**config.mk**
```make
export PLATFORM = sky130hd
export DESIGN_NAME = sort_sequencer
export DESIGN_NICKNAME = d
export VERILOG_FILES = /design/src/rtl/sort_pkg.sv /design/src/rtl/greater_than_n_bit.sv /design/src/rtl/sort_sequencer.sv
export SDC_FILE = /design/constraint.sdc
export NUM_CORES = 1
export LEC_CHECK = 0
export ABC_AREA = 1
export CORE_UTILIZATION = 40
export DETAILED_ROUTE_END_ITERATION = 12
export SYNTH_ARGS = -nofsm -noshare
export SYNTH_HDL_FRONTEND = slang
export SYNTH_HIERARCHICAL = 1
export SYNTH_SLANG_ARGS = --single-unit
export TNS_END_PERCENT = 20
```
**constraint.sdc**
```tcl
create_clock -name clk -period 3.75 [get_ports clk]
set_input_delay 0.75 -clock clk [delete_from_list [all_inputs] [get_ports clk]]
set_output_delay 0.75 -clock clk [all_outputs]
set_load 0.02 [all_outputs]
```
**src/rtl/sort_pkg.sv**
```systemverilog
// Shared definitions for sort_sequencer: controller state encoding and the
// index-width helper used to size the word, pass and position counters.
package sort_pkg;

    typedef enum logic [1:0] {
        LOAD,
        SORT,
        UNLOAD
    } state_t;

    // A two-entry frame still needs a 1-bit index.
    function automatic int idxWidth(input int n);
        return (n <= 2) ? 1 : $clog2(n);
    endfunction

endpackage

```
**src/rtl/greater_than_n_bit.sv**
```systemverilog
// Unsigned magnitude comparator shared by the sort schedule: o_out = (i_a > i_b).
module greater_than_n_bit #(
    parameter int NUM_OF_BITS = 4
) (
    input  logic [NUM_OF_BITS-1:0] i_a,
    input  logic [NUM_OF_BITS-1:0] i_b,
    output logic                   o_out
);

    assign o_out = (i_a > i_b);

endmodule

```
**src/rtl/sort_sequencer.sv**
```systemverilog
// Frame sorter: loads DEPTH words, bubble-sorts them through one shared comparator,
// then streams them out smallest-first. Define SORT_EARLY_EXIT_EN to stop after a clean pass.
module sort_sequencer
    import sort_pkg::*;
#(
    parameter int NUM_OF_BITS = 4,
    parameter int DEPTH       = 4
) (
    input  logic                   clk,
    input  logic                   rst,
    input  logic                   in_valid,
    output logic                   in_ready,
    input  logic [NUM_OF_BITS-1:0] in_data,
    output logic                   out_valid,
    input  logic                   out_ready,
    output logic [NUM_OF_BITS-1:0] out_data,
    output logic                   busy
);

    localparam int            IW        = idxWidth(DEPTH);
    localparam logic [IW-1:0] LAST_IDX  = IW'(DEPTH - 1);
    localparam logic [IW-1:0] LAST_PASS = IW'(DEPTH - 2);

    state_t                 r_state;
    state_t                 w_nextState;
    logic [NUM_OF_BITS-1:0] r_mem [DEPTH];
    logic [IW-1:0]          r_wrIdx;
    logic [IW-1:0]          r_rdIdx;
    logic [IW-1:0]          r_pass;
    logic [IW-1:0]          r_pos;
    logic                   r_swapped;

    logic [IW-1:0]          w_posNext;
    logic [NUM_OF_BITS-1:0] w_a;
    logic [NUM_OF_BITS-1:0] w_b;
    logic                   w_swap;
    logic                   w_lastPos;
    logic                   w_sortDone;
    logic                   w_inFire;
    logic                   w_outFire;

    assign w_posNext = r_pos + 1'b1;
    assign w_a       = r_mem[r_pos];
    assign w_b       = r_mem[w_posNext];
    assign w_lastPos = (r_pos == (LAST_PASS - r_pass));

    greater_than_n_bit #(
        .NUM_OF_BITS(NUM_OF_BITS)
    ) u_gt (
        .i_a  (w_a),
        .i_b  (w_b),
        .o_out(w_swap)
    );

    // Early exit counts the compare happening this cycle as part of the pass.
    always_comb begin
        w_sortDone = (r_pass == LAST_PASS);
`ifdef SORT_EARLY_EXIT_EN
        if (!r_swapped && !w_swap) begin
            w_sortDone = 1'b1;
        end
`endif
    end

    always_ff @(posedge clk or posedge rst) begin
        if (rst) begin
            r_state <= LOAD;
        end else begin
            r_state <= w_nextState;
        end
    end

    always_comb begin
        w_nextState = r_state;
        in_ready    = 1'b0;
        out_valid   = 1'b0;
        out_data    = '0;
        busy        = 1'b0;
        w_inFire    = 1'b0;
        w_outFire   = 1'b0;
        case (r_state)
            LOAD: begin
                in_ready = 1'b1;
                w_inFire = in_valid;
                if (in_valid && (r_wrIdx == LAST_IDX)) begin
                    w_nextState = SORT;
                end
            end
            SORT: begin
                busy = 1'b1;
                if (w_lastPos && w_sortDone) begin
                    w_nextState = UNLOAD;
                end
            end
            UNLOAD: begin
                out_valid = 1'b1;
                out_data  = r_mem[r_rdIdx];
                w_outFire = out_ready;
                if (out_ready && (r_rdIdx == LAST_IDX)) begin
                    w_nextState = LOAD;
                end
            end
            default: begin
                w_nextState = LOAD;
            end
        endcase
    end

    // Both swapped entries are rewritten in the same cycle the compare resolves.
    always_ff @(posedge clk or posedge rst) begin
        if (rst) begin
            for (int i = 0; i < DEPTH; i++) begin
                r_mem[i] <= '0;
            end
            r_wrIdx   <= '0;
            r_rdIdx   <= '0;
            r_pass    <= '0;
            r_pos     <= '0;
            r_swapped <= 1'b0;
        end else begin
            case (r_state)
                LOAD: begin
                    if (w_inFire) begin
                        r_mem[r_wrIdx] <= in_data;
                        if (r_wrIdx == LAST_IDX) begin
                            r_wrIdx   <= '0;
                            r_pass    <= '0;
                            r_pos     <= '0;
                            r_swapped <= 1'b0;
                        end else begin
                            r_wrIdx <= r_wrIdx + 1'b1;
                        end
                    end
                end
                SORT: begin
                    if (w_swap) begin
                        r_mem[r_pos]     <= w_b;
                        r_mem[w_posNext] <= w_a;
                    end
                    if (w_lastPos) begin
                        r_pos     <= '0;
                        r_pass    <= r_pass + 1'b1;
                        r_swapped <= 1'b0;
                        if (w_sortDone) begin
                            r_rdIdx <= '0;
                        end
                    end else begin
                        r_pos     <= r_pos + 1'b1;
                        r_swapped <= r_swapped | w_swap;
                    end
                end
                UNLOAD: begin
                    if (w_outFire) begin
                        if (r_rdIdx == LAST_IDX) begin
                            r_rdIdx <= '0;
                            r_wrIdx <= '0;
                        end else begin
                            r_rdIdx <= r_rdIdx + 1'b1;
                        end
                    end
                end
                default: begin
                end
            endcase
        end
    end

endmodule

```
**Yosys cells after proc, flatten, opt, wreduce, memory -nomap -nowiden**

Cells that the tools add are included.

- Multiplexer cells: 47
- Bitwise logic cells: 4
- Divide/modulo/power cells: 0
- $add $sub $neg: 5
- Multipliers: 0
- Eq/ne operators: 16
- Shift operators: 0
- Order comparisons: 8
- Reduce and logical (&&, ||, !) cells: 16

Operators with widths:

| cell | count |
|---|---|
| 16-bit bitwise mux | 3 |
| 4-bit 2-to-1 mux | 10 |
| 16-bit 2-to-1 mux | 2 |
| 16-bit case mux with 2 select lines | 1 |
| 2-bit 2-to-1 mux | 15 |
| 4-bit binary-select mux with 2-bit select | 3 |
| 4-bit demux with 2-bit select | 3 |
| 2-bit != test (second input constant) | 9 |
| 2-bit case mux with 2 select lines | 4 |
| 3-bit greater-or-equal comparator (second input constant) | 4 |
| 2-bit inverter with 3-bit output | 4 |
| 4-bit AND reduction | 3 |
| 3-bit by 1-bit less-than comparator with 1-bit output (second input constant) | 3 |
| 3-bit AND reduction | 3 |
| 2-bit by 1-bit adder with 2-bit output (second input constant) | 4 |
| 2-bit == test (second input constant) | 4 |
| 1-bit logical AND | 6 |
| 2-bit case mux with 3 select lines | 1 |
| 2-bit nonzero test | 3 |
| 1-bit 2-to-1 mux | 5 |
| 4-bit greater-than comparator | 1 |
| 2-bit by 1-bit == test with 1-bit output (second input constant) | 1 |
| 2-bit == test | 1 |
| 2-bit logical NOT | 1 |
| 2 further kinds | 2 |

- Register bits: 26
- Bits of input ports: 8
- Memories: 0
- Latch bits: 0
- Output and inout port bits: 7
- Bits in read-only memories: 0
- RAM bits: 0

**Logic depth before layout (Yosys ltp)**

- Depth after elaboration: 9
- Depth in mapped cells: 19
- Gate-level depth less buffers: 17

**Modules after synthesis**

Netlist, hierarchy kept.

Modules (own cells, without submodules):

| module | area each (um^2) | cells an instance | seq. area each (um^2) | instances |
|---|---|---|---|---|
| sort_sequencer | 2183.3 | 347 | 650.6 | 1 |
| greater_than_n_bit | 108.9 | 19 | 0.0 | 1 |

**Worst setup path after synthesis**

No wires, ideal clock.

- Path type: register -> register
- Start point: register r_pos[0]
- End point: register r_mem[12] (netlist name)
- Data arrival time: 2592 ps
- Setup time: 121 ps
- Buffers on the path: 2
- Cell stages (with the launch flop): 20
- Clock period less this slack: 2713 ps
- Slack: 1037 ps
- Cells stage by stage: dfrtp_1 > buf_4 > inv_1 > buf_4 > ha_1 > inv_1 > nand3_1 > and2_1 > inv_1 > ha_1 > nand2_1 > inv_1 > nand2_1 > a21oi_1 > nor2_1 > nor2_4 > nand2_1 > inv_2 > nor2_1 > a21oi_1

RTL lines:

| element | line | text |
|---|---|---|
| start: declaration | sort_sequencer.sv:30 | `logic [IW-1:0] r_pos;` |
| start signal: assignment | sort_sequencer.sv:148 | `r_pos <= r_pos + 1'b1;` |
| 2-bit by 1-bit adder with 2-bit output | sort_sequencer.sv:42 | `assign w_posNext = r_pos + 1'b1;` |
| 2-bit inverter with 3-bit output (implied by the code) | sort_sequencer.sv:44 | `assign w_b = r_mem[w_posNext];` |
| 4-bit binary-select mux with 2-bit select | sort_sequencer.sv:44 |  |
| 4-bit 2-to-1 mux (implied by the code) (2 in a row) | sort_sequencer.sv:44 |  |
| named net w_b[3] | sort_sequencer.sv:35 | `logic [NUM_OF_BITS-1:0] w_b;` |
| 4-bit greater-than comparator | greater_than_n_bit.sv:10 | `assign o_out = (i_a > i_b);` |
| named net w_swap | sort_sequencer.sv:36 | `logic w_swap;` |
| 2-bit by 1-bit != test with 1-bit output (no line) | -- |  |
| 3-bit AND reduction (no line) | -- |  |
| end signal: indexed assignment | sort_sequencer.sv:124 | `r_mem[r_wrIdx] <= in_data;` |
| end signal: indexed assignment | sort_sequencer.sv:137 | `r_mem[r_pos] <= w_b;` |
| end signal: indexed assignment | sort_sequencer.sv:138 | `r_mem[w_posNext] <= w_a;` |
| end: declaration | sort_sequencer.sv:26 | `logic [NUM_OF_BITS-1:0] r_mem [DEPTH];` |

The timed path passes the listed nets, and every way through them passes these cells. The select of a mux whose other input is x is not followed.
A chain may end at the register's enable or synchronous reset.

**Worst setup path in the final report**

- Start point: register r_pos[1]
- End point: register r_mem[11] (netlist name)

Same word-level chain as after synthesis.

==> run_results.csv <==
group,metric,value,unit
route,wirelength,7150,µm
power_and_ir_drop,intPower,1150,µW
yosys,synth.largest_area_cell,"dfrtp_1",
floorplanning,die_w,77.7,µm
yosys,yosys-top-cells-count,"99 x nand2_1, 67 x nor2_1, 61 x nand3_1, 31 x inv_1, 26 x dfrtp_1",
timing,fin_setup_tns,0,ns
yosys,netlist_instances,366,
timing,period_share,85.8,%
route,ant_nets,0,
setup_path,crit_fanout,10,
clock_tree,postCtsSetupBuffers,0,
floorplanning,die_area,6040,µm²
finish,area_delta_synth_final,11.5,%
route,firstDrtPassIters,6,
yosys,ys_warn_count,6,
power_and_ir_drop,p_sw_share,54.8,%
yosys,synth_nets,391,
global_route,grt_pass1_vias,2272,
clock_tree,cts.clk_slew.worst_paths,0.11,ns
finish,fillers,593,
placed_design,dpl_cell_area,2480,µm²
global_route,grt_max_degree,30,
finish,drive_gt1_share,4.50,%
yosys,synth-edff-count,0,
floorplanning,rows,27,
route,dr.first_iter.drc_count,159,
timing,report.final.setup_viol,0,
setup_path,cp-startpoint,"r_pos[1]",
clock_tree,ctsRootBufferMaster,"clkbuf_8",
power_and_ir_drop,p_switching,1400,µW
setup_path,cp-end-kind,"register",
timing,post-route-min-period,3.22,ns
clock_tree,htreeDepth,1,
outcome,status,"finished, final reports clean",
timing,worstMarginPinSlew,1.04,ns
placed_design,gp_congestion,0.913,
yosys,yosysSeqAreaShare,28.4,%
timing,rsz0062_at_grt,"no",
route,drc,0,
yosys,syn_area,2290,µm²
yosys,synth.distinct_cells,24,
power_and_ir_drop,cellLeakagePower,0.00125,µW
timing,clock.fmax,0.311,GHz
power_and_ir_drop,pwr-share-comb,67.4,%
setup_path,reg2reg_from,"r_pos[1]",
floorplanning,dieHeight,77.7,µm
finish,num_antenna_cells,0,
hold_path,min-delay-path-class,"register to register",
clock_tree,cts_tree,"yes",
timing,skew,0.00402,ns
setup_path,cp_data_required_time,3.96,ns
floorplanning,start_util,41.6,%
hold_path,min-delay-start,"r_pass[1]",
yosys,syn_area_per_cell,6.26,µm²
clock_tree,clkSinkCount,26,
global_route,track_usage,25.5,%
floorplanning,ioPinCount,15,
power_and_ir_drop,seqPwrFrac,22.7,%
setup_path,critPathKind,"register to register",
finish,final_area,2560,µm²
placed_design,pre_cts_slack,0.598,ns
route,avgRoutedWirePerCell,15.9,µm
clock_tree,clock_path_buffers,2,
power_and_ir_drop,power.density,1000,nW/µm²
clock_tree,hold_buffers,0,
yosys,yosysMostFrequentCell,"nand2_1",
global_route,gr-total-overflow,0,
power_and_ir_drop,peakVddDrop,0.000423,V
timing,finalMaxSlewViolations,0,
yosys,async_reset_ff_share,100,%
timing,hold_violations,0,
global_route,antenna_found_initial,0,
placed_design,hpwl,5520,µm
power_and_ir_drop,power_frac_clock,9.9,%
yosys,synth_area_leaders,"dfrtp_1 28%, nand2_1 16%, nand3_1 13%",
route,vias,2421,
clock_tree,ctsResizeCount,0,
floorplanning,core,5510,µm²
clock_tree,numCtsBuffers,3,
setup_path,arrival,3.43,ns
global_route,grt_first_pass_wirelength,11800,µm
yosys,synth_top_area_share,28.4,%
finish,nets,404,
timing,setup_slack,0.534,ns
yosys,ys.flop_type,"dfrtp_1",
yosys,yosys_register_bits,26,
clock_tree,clk-insertion-delay-late,0.28,ns
timing,max-slew-margin-rel,30.3,%
route,viasPerCell,5.38,
setup_path,start_kind,"register",
placed_design,port_buffers,14,
flow_run,drv_cap,0,
-- through the flow --
| step | power [µW] | utilization (%) | cells | hold slack, ns |
|---|---|---|---|---|
| after floorplan | 1770 | - | 366 | 0.457 |
| final | 2560 | 46.4 | 450 | 0.517 |
| after CTS | 2550 | 46.4 | 450 | 0.520 |
| after global routing | 2810 | 46.4 | 450 | 0.579 |
| after global placement | 2300 | 45.1 | 446 | 0.486 |
| after detailed placement | 2290 | 45.1 | 446 | 0.493 |
-- layout make-up --
type | instances | area [µm²] | area share, %
Clock inverter | 1 | 30.0 | 1.17
Tap cell | 72 | 90.1 | 3.52
Clock buffer | 3 | 41.3 | 1.62
Multi-Input combinational cell | 297 | 1460 | 57.0
Inverter | 35 | 131 | 5.14
Timing Repair Buffer | 16 | 155 | 6.07
Sequential cell | 26 | 651 | 25.5
-- logic make-up (layout without fill, tap and decap cells) --
logic type                 count (synthesis)  after routing  synth area share, %
and+or+nand+nor                          247            247                 46.9
buffers and inverters                     43             55                 8.02
AOI/OAI and AO/OA                         33             33                 7.37
DFF                                       26             26                 28.4
adders and majority gates                 17             17                 9.28
-- registers in the layout, summed over array words and instances (netlist names) --
| name | count |
|---|---|
| r_mem | 16 |
| r_pass | 2 |
| r_pos | 2 |
| r_rdIdx | 2 |
| r_state | 2 |
| r_wrIdx | 2 |
-- power groups by stage --
| stage | Clock [µW] | Sequential (µW) | Combinational, µW |
|---|---|---|---|
| floorplan | 0 | 516 | 1260 |
| finish | 253 | 580 | 1720 |
| CTS | 258 | 573 | 1720 |
| global placement | 0 | 577 | 1720 |
| detailed placement | 0 | 578 | 1710 |
| global route | 266 | 597 | 1950 |
-- worst paths after layout --
path                             endpoint  depth (start not counted)  slack [ns]
min in group asynchronous       r_mem[10]                          2        1.01
worst min-delay path            r_pass[1]                          2        0.52
worst min register to register  r_pass[1]                          2        0.52
worst max-delay path            r_mem[11]                         16        0.53
worst max register to register  r_mem[11]                         16        0.53
max in group asynchronous        r_pos[0]                          2        2.11
-- placed cells by master, fill, tap and decap left out, types with 2 or more instances in the layout --
master / instances
dfrtp_1: 26
ha_1: 17
clkdlybuf4s50_1: 14
buf_4: 2
clkbuf_8: 3
inv_1: 31
nand4_1: 3
nand3_1: 61
a21oi_1: 16
or2_2: 2
nor2_1: 67
inv_2: 4
o22ai_1: 3
and2_1: 8
o21ai_0: 13
nand2_1: 99
nand2_2: 2
-- critical path, stage by stage (launching register included) --
cell,delay (ns)
dfrtp_1,0.54
inv_1,0.25
ha_1,0.40
inv_1,0.17
nand3_1,0.22
and2_1,0.23
inv_1,0.05
ha_1,0.23
nand2_1,0.10
nor2_1,0.05
a21oi_1,0.14
nor2_1,0.09
nor2_4,0.19
nand2_1,0.18
inv_2,0.12
nor2_1,0.05
a21oi_1,0.13
-- layer usage --
metal | wire length [µm] | up-vias | track usage, %
li1 | - | 1203 | -
met1 | 3200 | 1094 | 34.8
met2 | 3190 | 104 | 40.0
met3 | 500 | 20 | 4.94
met4 | 259 | 0 | 8.87
met5 | 0 | - | 0
Note: power is estimated with default switching activity, not from simulation.
